--- src/rtl/apb_pkg.sv ---
// rtl/apb_pkg.sv - size encodings, FSM states and strobe helper shared by the APB master
package apb_pkg;

  localparam logic [1:0] SZ_BYTE = 2'b00;
  localparam logic [1:0] SZ_HALF = 2'b01;
  localparam logic [1:0] SZ_WORD = 2'b10;
  localparam logic [1:0] SZ_RSVD = 2'b11;

  typedef enum logic [1:0] {
    IDLE   = 2'b00,
    SETUP  = 2'b01,
    ACCESS = 2'b10,
    RESP   = 2'b11
  } apb_state_e;

  // Lane strobes for a request of the given size at byte offset within the word
  function automatic logic [3:0] gen_strobe(input logic [1:0] size, input logic [1:0] offset);
    logic [3:0] stb;
    case (size)
      SZ_BYTE: stb = 4'b0001 << offset;
      SZ_HALF: stb = 4'b0011 << offset;
      SZ_WORD: stb = 4'b1111;
      default: stb = 4'b0000;
    endcase
    return stb;
  endfunction

endpackage

--- src/rtl/apb_lane_align.sv ---
// rtl/apb_lane_align.sv - byte-lane placement of store data and extraction/extension of load data
module apb_lane_align
  import apb_pkg::*;
#(
  parameter int DATA_WIDTH = 32
) (
  input  logic [1:0]            offset,
  input  logic [1:0]            size,
  input  logic                  is_unsigned,
  input  logic [DATA_WIDTH-1:0] wdata,
  input  logic [DATA_WIDTH-1:0] prdata,
  output logic [3:0]            strobe,
  output logic [DATA_WIDTH-1:0] lane_wdata,
  output logic [DATA_WIDTH-1:0] load_data,
  output logic                  misaligned
);

  logic [DATA_WIDTH-1:0] byte_mask;
  logic [DATA_WIDTH-1:0] shifted_w;
  logic [DATA_WIDTH-1:0] shifted_r;
  logic                  sext;

  always_comb begin
    strobe     = gen_strobe(size, offset);
    misaligned = (size == SZ_RSVD) ||
                 ((size == SZ_HALF) && offset[0]) ||
                 ((size == SZ_WORD) && (offset != 2'b00));

    byte_mask = '0;
    for (int i = 0; i < 4; i++) begin
      byte_mask[8*i +: 8] = {8{strobe[i]}};
    end

    // Store data is right-justified; bytes above the access size must not leak onto the bus
    shifted_w  = wdata << {offset, 3'b000};
    lane_wdata = shifted_w & byte_mask;

    shifted_r = prdata >> {offset, 3'b000};
    sext      = !is_unsigned;
    case (size)
      SZ_BYTE: load_data = {{(DATA_WIDTH-8){sext & shifted_r[7]}}, shifted_r[7:0]};
      SZ_HALF: load_data = {{(DATA_WIDTH-16){sext & shifted_r[15]}}, shifted_r[15:0]};
      default: load_data = shifted_r;
    endcase
  end

endmodule

--- src/rtl/apb_master.sv ---
// rtl/apb_master.sv - single-outstanding APB initiator for load/store requests with timeout
module apb_master
  import apb_pkg::*;
#(
  parameter int ADDR_WIDTH = 32,
  parameter int DATA_WIDTH = 32,
  parameter int TIMEOUT    = 16
) (
  input  logic                  pclk,
  input  logic                  prst,
  input  logic                  req_valid,
  output logic                  req_ready,
  input  logic [ADDR_WIDTH-1:0] req_addr,
  input  logic [DATA_WIDTH-1:0] req_wdata,
  input  logic                  req_write,
  input  logic [1:0]            req_size,
  input  logic                  req_unsigned,
  output logic                  rsp_valid,
  input  logic                  rsp_ready,
  output logic [DATA_WIDTH-1:0] rsp_rdata,
  output logic                  rsp_err,
  output logic [ADDR_WIDTH-1:0] paddr,
  output logic [DATA_WIDTH-1:0] pdata,
  input  logic [DATA_WIDTH-1:0] prdata,
  output logic                  psel,
  output logic                  penable,
  output logic                  pwrite,
  output logic [3:0]            pstb,
  input  logic                  pready,
  input  logic                  perr
);

  localparam int CW = $clog2(TIMEOUT + 1);

  apb_state_e            state_q, state_d;
  logic [CW-1:0]         cnt_q, cnt_d;
  logic [1:0]            size_q, size_d;
  logic                  unsigned_q, unsigned_d;
  logic                  req_ready_q, req_ready_d;
  logic                  psel_q, psel_d;
  logic                  penable_q, penable_d;
  logic                  pwrite_q, pwrite_d;
  logic [ADDR_WIDTH-1:0] paddr_q, paddr_d;
  logic [DATA_WIDTH-1:0] pdata_q, pdata_d;
  logic [3:0]            pstb_q, pstb_d;
  logic                  rsp_valid_q, rsp_valid_d;
  logic                  rsp_err_q, rsp_err_d;
  logic [DATA_WIDTH-1:0] rsp_rdata_q, rsp_rdata_d;

  logic [1:0]            al_offset;
  logic [1:0]            al_size;
  logic                  al_unsigned;
  logic [3:0]            al_strobe;
  logic [DATA_WIDTH-1:0] al_wdata;
  logic [DATA_WIDTH-1:0] al_load;
  logic                  al_misaligned;

  // In IDLE the aligner sees the incoming request; afterwards it sees the registered one for load data
  always_comb begin
    if (state_q == IDLE) begin
      al_offset   = req_addr[1:0];
      al_size     = req_size;
      al_unsigned = req_unsigned;
    end else begin
      al_offset   = paddr_q[1:0];
      al_size     = size_q;
      al_unsigned = unsigned_q;
    end
  end

  apb_lane_align #(
    .DATA_WIDTH (DATA_WIDTH)
  ) u_align (
    .offset      (al_offset),
    .size        (al_size),
    .is_unsigned (al_unsigned),
    .wdata       (req_wdata),
    .prdata      (prdata),
    .strobe      (al_strobe),
    .lane_wdata  (al_wdata),
    .load_data   (al_load),
    .misaligned  (al_misaligned)
  );

  always_comb begin
    state_d     = state_q;
    cnt_d       = cnt_q;
    size_d      = size_q;
    unsigned_d  = unsigned_q;
    req_ready_d = req_ready_q;
    psel_d      = psel_q;
    penable_d   = penable_q;
    pwrite_d    = pwrite_q;
    paddr_d     = paddr_q;
    pdata_d     = pdata_q;
    pstb_d      = pstb_q;
    rsp_valid_d = rsp_valid_q;
    rsp_err_d   = rsp_err_q;
    rsp_rdata_d = rsp_rdata_q;

    case (state_q)
      IDLE: begin
        if (req_valid && req_ready_q) begin
          req_ready_d = 1'b0;
          size_d      = req_size;
          unsigned_d  = req_unsigned;
          if (al_misaligned) begin
            state_d     = RESP;
            rsp_valid_d = 1'b1;
            rsp_err_d   = 1'b1;
            rsp_rdata_d = '0;
          end else begin
            state_d   = SETUP;
            psel_d    = 1'b1;
            penable_d = 1'b0;
            pwrite_d  = req_write;
            paddr_d   = req_addr;
            pdata_d   = al_wdata;
            pstb_d    = al_strobe;
          end
        end
      end
      SETUP: begin
        state_d   = ACCESS;
        penable_d = 1'b1;
        cnt_d     = '0;
      end
      ACCESS: begin
        if (pready) begin
          state_d     = RESP;
          psel_d      = 1'b0;
          penable_d   = 1'b0;
          cnt_d       = '0;
          rsp_valid_d = 1'b1;
          rsp_err_d   = perr;
          rsp_rdata_d = (perr || pwrite_q) ? '0 : al_load;
        end else if (cnt_q == CW'(TIMEOUT - 1)) begin
          // Last allowed ACCESS cycle ended without pready: abandon the transfer
          state_d     = RESP;
          psel_d      = 1'b0;
          penable_d   = 1'b0;
          cnt_d       = '0;
          rsp_valid_d = 1'b1;
          rsp_err_d   = 1'b1;
          rsp_rdata_d = '0;
        end else begin
          cnt_d = cnt_q + CW'(1);
        end
      end
      RESP: begin
        if (rsp_ready) begin
          state_d     = IDLE;
          req_ready_d = 1'b1;
          rsp_valid_d = 1'b0;
          rsp_err_d   = 1'b0;
          rsp_rdata_d = '0;
        end
      end
      default: state_d = IDLE;
    endcase
  end

  always_ff @(posedge pclk) begin
    if (prst) begin
      state_q     <= IDLE;
      cnt_q       <= '0;
      size_q      <= SZ_BYTE;
      unsigned_q  <= 1'b0;
      req_ready_q <= 1'b1;
      psel_q      <= 1'b0;
      penable_q   <= 1'b0;
      pwrite_q    <= 1'b0;
      paddr_q     <= '0;
      pdata_q     <= '0;
      pstb_q      <= '0;
      rsp_valid_q <= 1'b0;
      rsp_err_q   <= 1'b0;
      rsp_rdata_q <= '0;
    end else begin
      state_q     <= state_d;
      cnt_q       <= cnt_d;
      size_q      <= size_d;
      unsigned_q  <= unsigned_d;
      req_ready_q <= req_ready_d;
      psel_q      <= psel_d;
      penable_q   <= penable_d;
      pwrite_q    <= pwrite_d;
      paddr_q     <= paddr_d;
      pdata_q     <= pdata_d;
      pstb_q      <= pstb_d;
      rsp_valid_q <= rsp_valid_d;
      rsp_err_q   <= rsp_err_d;
      rsp_rdata_q <= rsp_rdata_d;
    end
  end

  assign req_ready = req_ready_q;
  assign psel      = psel_q;
  assign penable   = penable_q;
  assign pwrite    = pwrite_q;
  assign paddr     = paddr_q;
  assign pdata     = pdata_q;
  assign pstb      = pstb_q;
  assign rsp_valid = rsp_valid_q;
  assign rsp_err   = rsp_err_q;
  assign rsp_rdata = rsp_rdata_q;

endmodule

--- config.mk ---
export PLATFORM = sky130hd
export DESIGN_NAME = apb_master
export DESIGN_NICKNAME = d
export VERILOG_FILES = /design/src/rtl/apb_pkg.sv /design/src/rtl/apb_lane_align.sv /design/src/rtl/apb_master.sv
export SDC_FILE = /design/constraint.sdc
export NUM_CORES = 1
export LEC_CHECK = 0
export ABC_CLOCK_PERIOD_IN_PS = 2800
export CORE_UTILIZATION = 44
export CTS_BUF_LIST = sky130_fd_sc_hd__clkbuf_16
export DETAILED_ROUTE_END_ITERATION = 8
export PLACE_DENSITY_LB_ADDON = 0.2
export SLEW_MARGIN = 5
export SYNTH_ARGS = -nofsm -noshare
export SYNTH_HDL_FRONTEND = slang
export SYNTH_SLANG_ARGS = --single-unit
--- constraint.sdc ---
create_clock -name pclk -period 2.8 [get_ports pclk]
set_input_delay 0.56 -clock pclk [delete_from_list [all_inputs] [get_ports pclk]]
set_output_delay 0.56 -clock pclk [all_outputs]
set_load 0.01 [all_outputs]
[After elaboration in Yosys (flattened, before gate mapping)]
Cells that the tools add are included.
Word-level totals
  flip-flop bits (word level): 116
  bits of input ports: 106
  logic and storage cells: 97
  output and inout port bits: 106
Cells by class
  equality and inequality tests: 12
  bitwise logic cells: 4
  shift-type cells: 4
  multiplexer cells: 40
  reductions and logical operators: 22
  $add $sub $neg: 1
Operators with widths (count)
  2-to-1 mux 32 bit: 6
  one-hot mux 32 bit (3 select lines): 1
  one-hot mux 32 bit (2 select lines): 1
  AND 32 bit: 1
  << shifter 32 x 5 -> 32 bit: 1
  right shift 32 x 5 -> 32 bit: 1
  2-to-1 mux 1 bit: 15
  2-to-1 mux 2 bit: 7
  one-hot mux 4 bit (3 select lines): 1
  2-to-1 mux 5 bit: 2
  one-hot mux 5 bit (2 select lines): 1
  one-hot mux 1 bit (3 select lines): 3
  AND reduction 3 bit: 3
  == test 2 bit (second input constant): 4
  one-hot mux 2 bit (4 select lines): 1
  AND reduction 4 bit: 2
  nonzero test 2 bit: 4
  inequality test 2 bit (second input constant): 3
  nonzero test 3 bit: 2
  adder 5 x 1 -> 5 bit (second input constant): 1
  == test 5 x 4 -> 1 bit (second input constant): 1
  AND reduction 5 bit: 1
  == test 2 x 1 -> 1 bit (second input constant): 2
  zero test 2 bit: 2
  11 further kinds: 17

[Logic depth before layout (Yosys ltp)]
  word-level depth: 9
  gate-level depth with buffers: 11
  mapped depth without buffers: 7

[Modules after synthesis]
Synthesis repeated with hierarchy kept, for this count alone.
Second synthesis, totals
  cells, all modules: 764
  area, all modules: 6109.6 um2
Modules (own cells, without submodules)
  apb_master: sequential area each 2322.2 um2, cells each 543, area each 4491.8 um2, instances 1
  apb_lane_align: sequential area each 0.0 um2, cells each 221, area each 1617.8 um2, instances 1

[Worst setup path before layout]
No wires, ideal clock.
  path type: register -> register
  from: register state_q[0]
  to: register pdata_q[29] (netlist: pdata[29])
  cell stages (with the launch flop): 11
  data required time: 2.683 ns
  clock period less this slack: 2.458 ns
  slack: 0.342 ns
  library setup time: 0.117 ns
  buffers on the path: 4
  data arrival time: 2.340 ns
  cell sequence: dfxtp_1 > inv_1 > ha_1 > buf_4 > buf_4 > mux2i_2 > buf_6 > buf_2 > mux2i_1 > nand2_1 > a32o_1
Between the ends
  word-level cells in the longest chain between the ends: 8
  elaborated cells on any way between the ends: 19
  classes of those cells: 3 x eq/ne; 3 x shift; 3 x mux; 2 x bitwise; 8 x reduce/logical
Ends and longest elaborated chain
  start, declared: line apb_master.sv:35  | apb_state_e state_q, state_d;
  start signal, assigned: line apb_master.sv:180  | state_q <= state_d;
  zero test 2 bit (*): line apb_master.sv:60, apb_master.sv:101
  branches (longest 7 deep; another with << shifter 32 x 5 -> 32 bit)
  end signal, assigned: line apb_master.sv:189  | pdata_q <= pdata_d;
  end, declared: line apb_master.sv:44  | logic [DATA_WIDTH-1:0] pdata_q, pdata_d;
Mark *: on every way between the ends.
A chain may end at the register's enable or synchronous reset.

[Worst setup path in the final report]
  from: register state_q[1]
  to: register pdata_q[25] (netlist: pdata[25])
Same word-level chain as after synthesis.

==> reports/results.ini <==
[place]
placed_cell_area_um2=7891
portBuffers=211
hpwlAfterDp_um=12970
place_congestion=0.9359

[sta]
rsz0062_at_grt=false
hold-worst-slack_ps=451.4
maxSlewHeadroom=0.5163
fmax_ghz=0.3852
setup_viol=0
period_share=0.9272
worst_pin_slew_ps=724.8
post-route-min-period_ps=2596
finClkSkew_ps=6.644
hold_violations=0
setup_tns_ps=0
slew_violations=0

[die]
initial_core_util=0.4535
die_h_um=113.7
die-area_um2=12930
rows=40
fp.dieW_um=113.7
core-area_um2=12110
io_pins=212

[synth]
netlist_instances=648
synth_ff_type=dfxtp_1
netlist_area_um2=5493
synth-edff-count=0
async_flop_share=0
synth-seq-area-share=0.4228
postSynthAreaPerCell_um2=8.476
synth-warning-count=0
synthDistinctLibCells=59
synth_seq_cells=116
synth_nets=759

[layout]
drive_gt1_frac=0.1073
layout_common_cells=clkdlybuf4s50_1, nand2_1, dfxtp_1, a21oi_1, nor2_1
fin_area_um2=8514
n_fill_cell=983
synthToLayoutAreaGrowth_pct=55.01
layout_commonest_cell=clkdlybuf4s50_1
layout.nets=974
multi_input_area_um2=2920
final_util=0.7030
regArea_um2=2322
diodes=0

[critical_path]
cp-start-kind=flip-flop
cp-end-kind=flip-flop
reg2reg_depth=8
worst_ep_arrival_time_ps=2950
cp.required_ps=3160
path_max_fanout=13
cp_cell_sequence=inv_1 -> ha_1 -> buf_4 -> mux2i_4 -> and3_2 -> a22oi_1 -> nor3_4 -> a32o_1
setup.worst_path.class=flip-flop to flip-flop
cpPeakStageDelay_ps=440
crit_slowest_cell=mux2i_4

[power_and_ir_drop]
ir_drop_uv=651.4
p_leak_nw=3.188
powerDensity_nw_per_um2=948.3

[global_routing]
grt_max_degree=52
grt_usage=0.2812
grt_pass1_wl_um=28500
antenna_found_initial=0
gr-total-overflow=0
grt_pass1_vias=5769

[clock_network]
postCtsHoldBufs=0
cts_max_level=4
cts_resized=0
clk_latency_ps=420
cts_setup_buffers=0
clock-root-buffer=clkbuf_16
cts_made_buffers=17
clk_pin_slew_ps=50
clock-sinks=116
cts_max_path_buffers=2
cts_tree=built

[routing]
drc=0
antenna_left=0
maxUsedRoutingLayer=met4
vias_per_cell=5.498
via_count=5740
drt-initial-drc-count=287
m1WireLength_um=7249
wl_met3_um=1418
drt-total-wl_um=17890
post_drt_wl_per_cell_um=17.14
wl_met2_um=8840
drtPass1Iterations=5

[min_path]
hold_class=flip-flop to flip-flop
holdPathStages=2

[outcome]
status=completed

[flow_run]
maxCapViolCount=0

-- worst paths after layout --
| kind | start | endpoint | slack, ps |
|---|---|---|---|
| hold reg to reg | paddr[28] | paddr[28] | 450 |
| setup / recovery | state_q[1] | pdata[25] | 200 |
| setup reg to reg | state_q[1] | pdata[25] | 200 |
| hold / removal | paddr[28] | paddr[28] | 450 |
-- area by class of cell --
| type | count | share of cell area |
|---|---|---|
| clock inverters | 15 | 0.02278 |
| clock buffers | 17 | 0.04996 |
| multi-input cells | 472 | 0.3430 |
| repair buffers | 242 | 0.2807 |
| flip-flops and latches | 116 | 0.2727 |
| inverters | 14 | 0.006172 |
| well taps | 168 | 0.02469 |
-- through the flow --
stage,setup WS (ps),cells,power (mW)
6_report,203.8,1044,8.074
2_1_floorplan,342.4,648,4.363
4_1_cts,129.1,1044,8.076
3_3_place_gp,88.39,1012,5.676
5_1_grt,37.41,1044,8.501
3_5_place_dp,-45.69,1012,5.767
-- kinds of logic (layout without fill, tap and decap cells) --
kind of cell,after synthesis,in the layout,share of synthesized area
simple gates,240,240,0.1895
compound gates,191,191,0.2410
flops,116,116,0.4228
buf+inv,60,288,0.05262
mux,33,33,0.07790
fa+ha+maj,5,5,0.01139
xor+xnor,3,3,0.004784
-- per-layer routing --
layer	vias to the layer above	track usage
met4	0	0.1035
met3	33	0.1036
li1	2731	-
met2	230	0.4886
met5	-	0
met1	2746	0.3141
-- power breakdown --
group / leakage (nW) / internal (mW) / switching [mW] / total (mW)
Clock: 0.303 / 1.55 / 0.739 / 2.29
Sequential: 0.940 / 1.88 / 0.155 / 2.03
Combinational: 1.95 / 1.66 / 2.10 / 3.75
-- Yosys cell counts (8+ instances only) --
master	instances	area [µm²]
nand2_1	149	559.3
dfxtp_1	116	2322
a21oi_1	78	390.4
nor2_1	35	131.4
clkbuf_1	28	105.1
mux2i_1	22	220.2
a22oi_1	20	150.1
nand3_1	20	100.1
o21ai_0	20	100.1
inv_1	14	52.55
a2bb2oi_1	10	87.58
o31ai_2	10	125.1
o31ai_1	9	67.56
a32o_1	8	80.08
nor2b_1	8	50.05
o2bb2ai_1	8	70.07
-- flip-flops by register name, indices dropped and copies added, names as in the netlist, 2 cells and up --
name / cells
pdata: 32
pstb: 4
size_q: 2
cnt_q: 5
paddr: 32
state_q: 2
rsp_rdata: 32
-- critical path: cells and delay by family, from the launching register on --
kind,cells,cell delay (ps)
AOI/OAI and AO/OA,2,380
adders and majority gates,1,290
buffers and inverters,2,370
DFF,1,340
muxes,1,440
and+or+nand+nor,2,710
No activity file was read; power rests on OpenSTA's default activity.
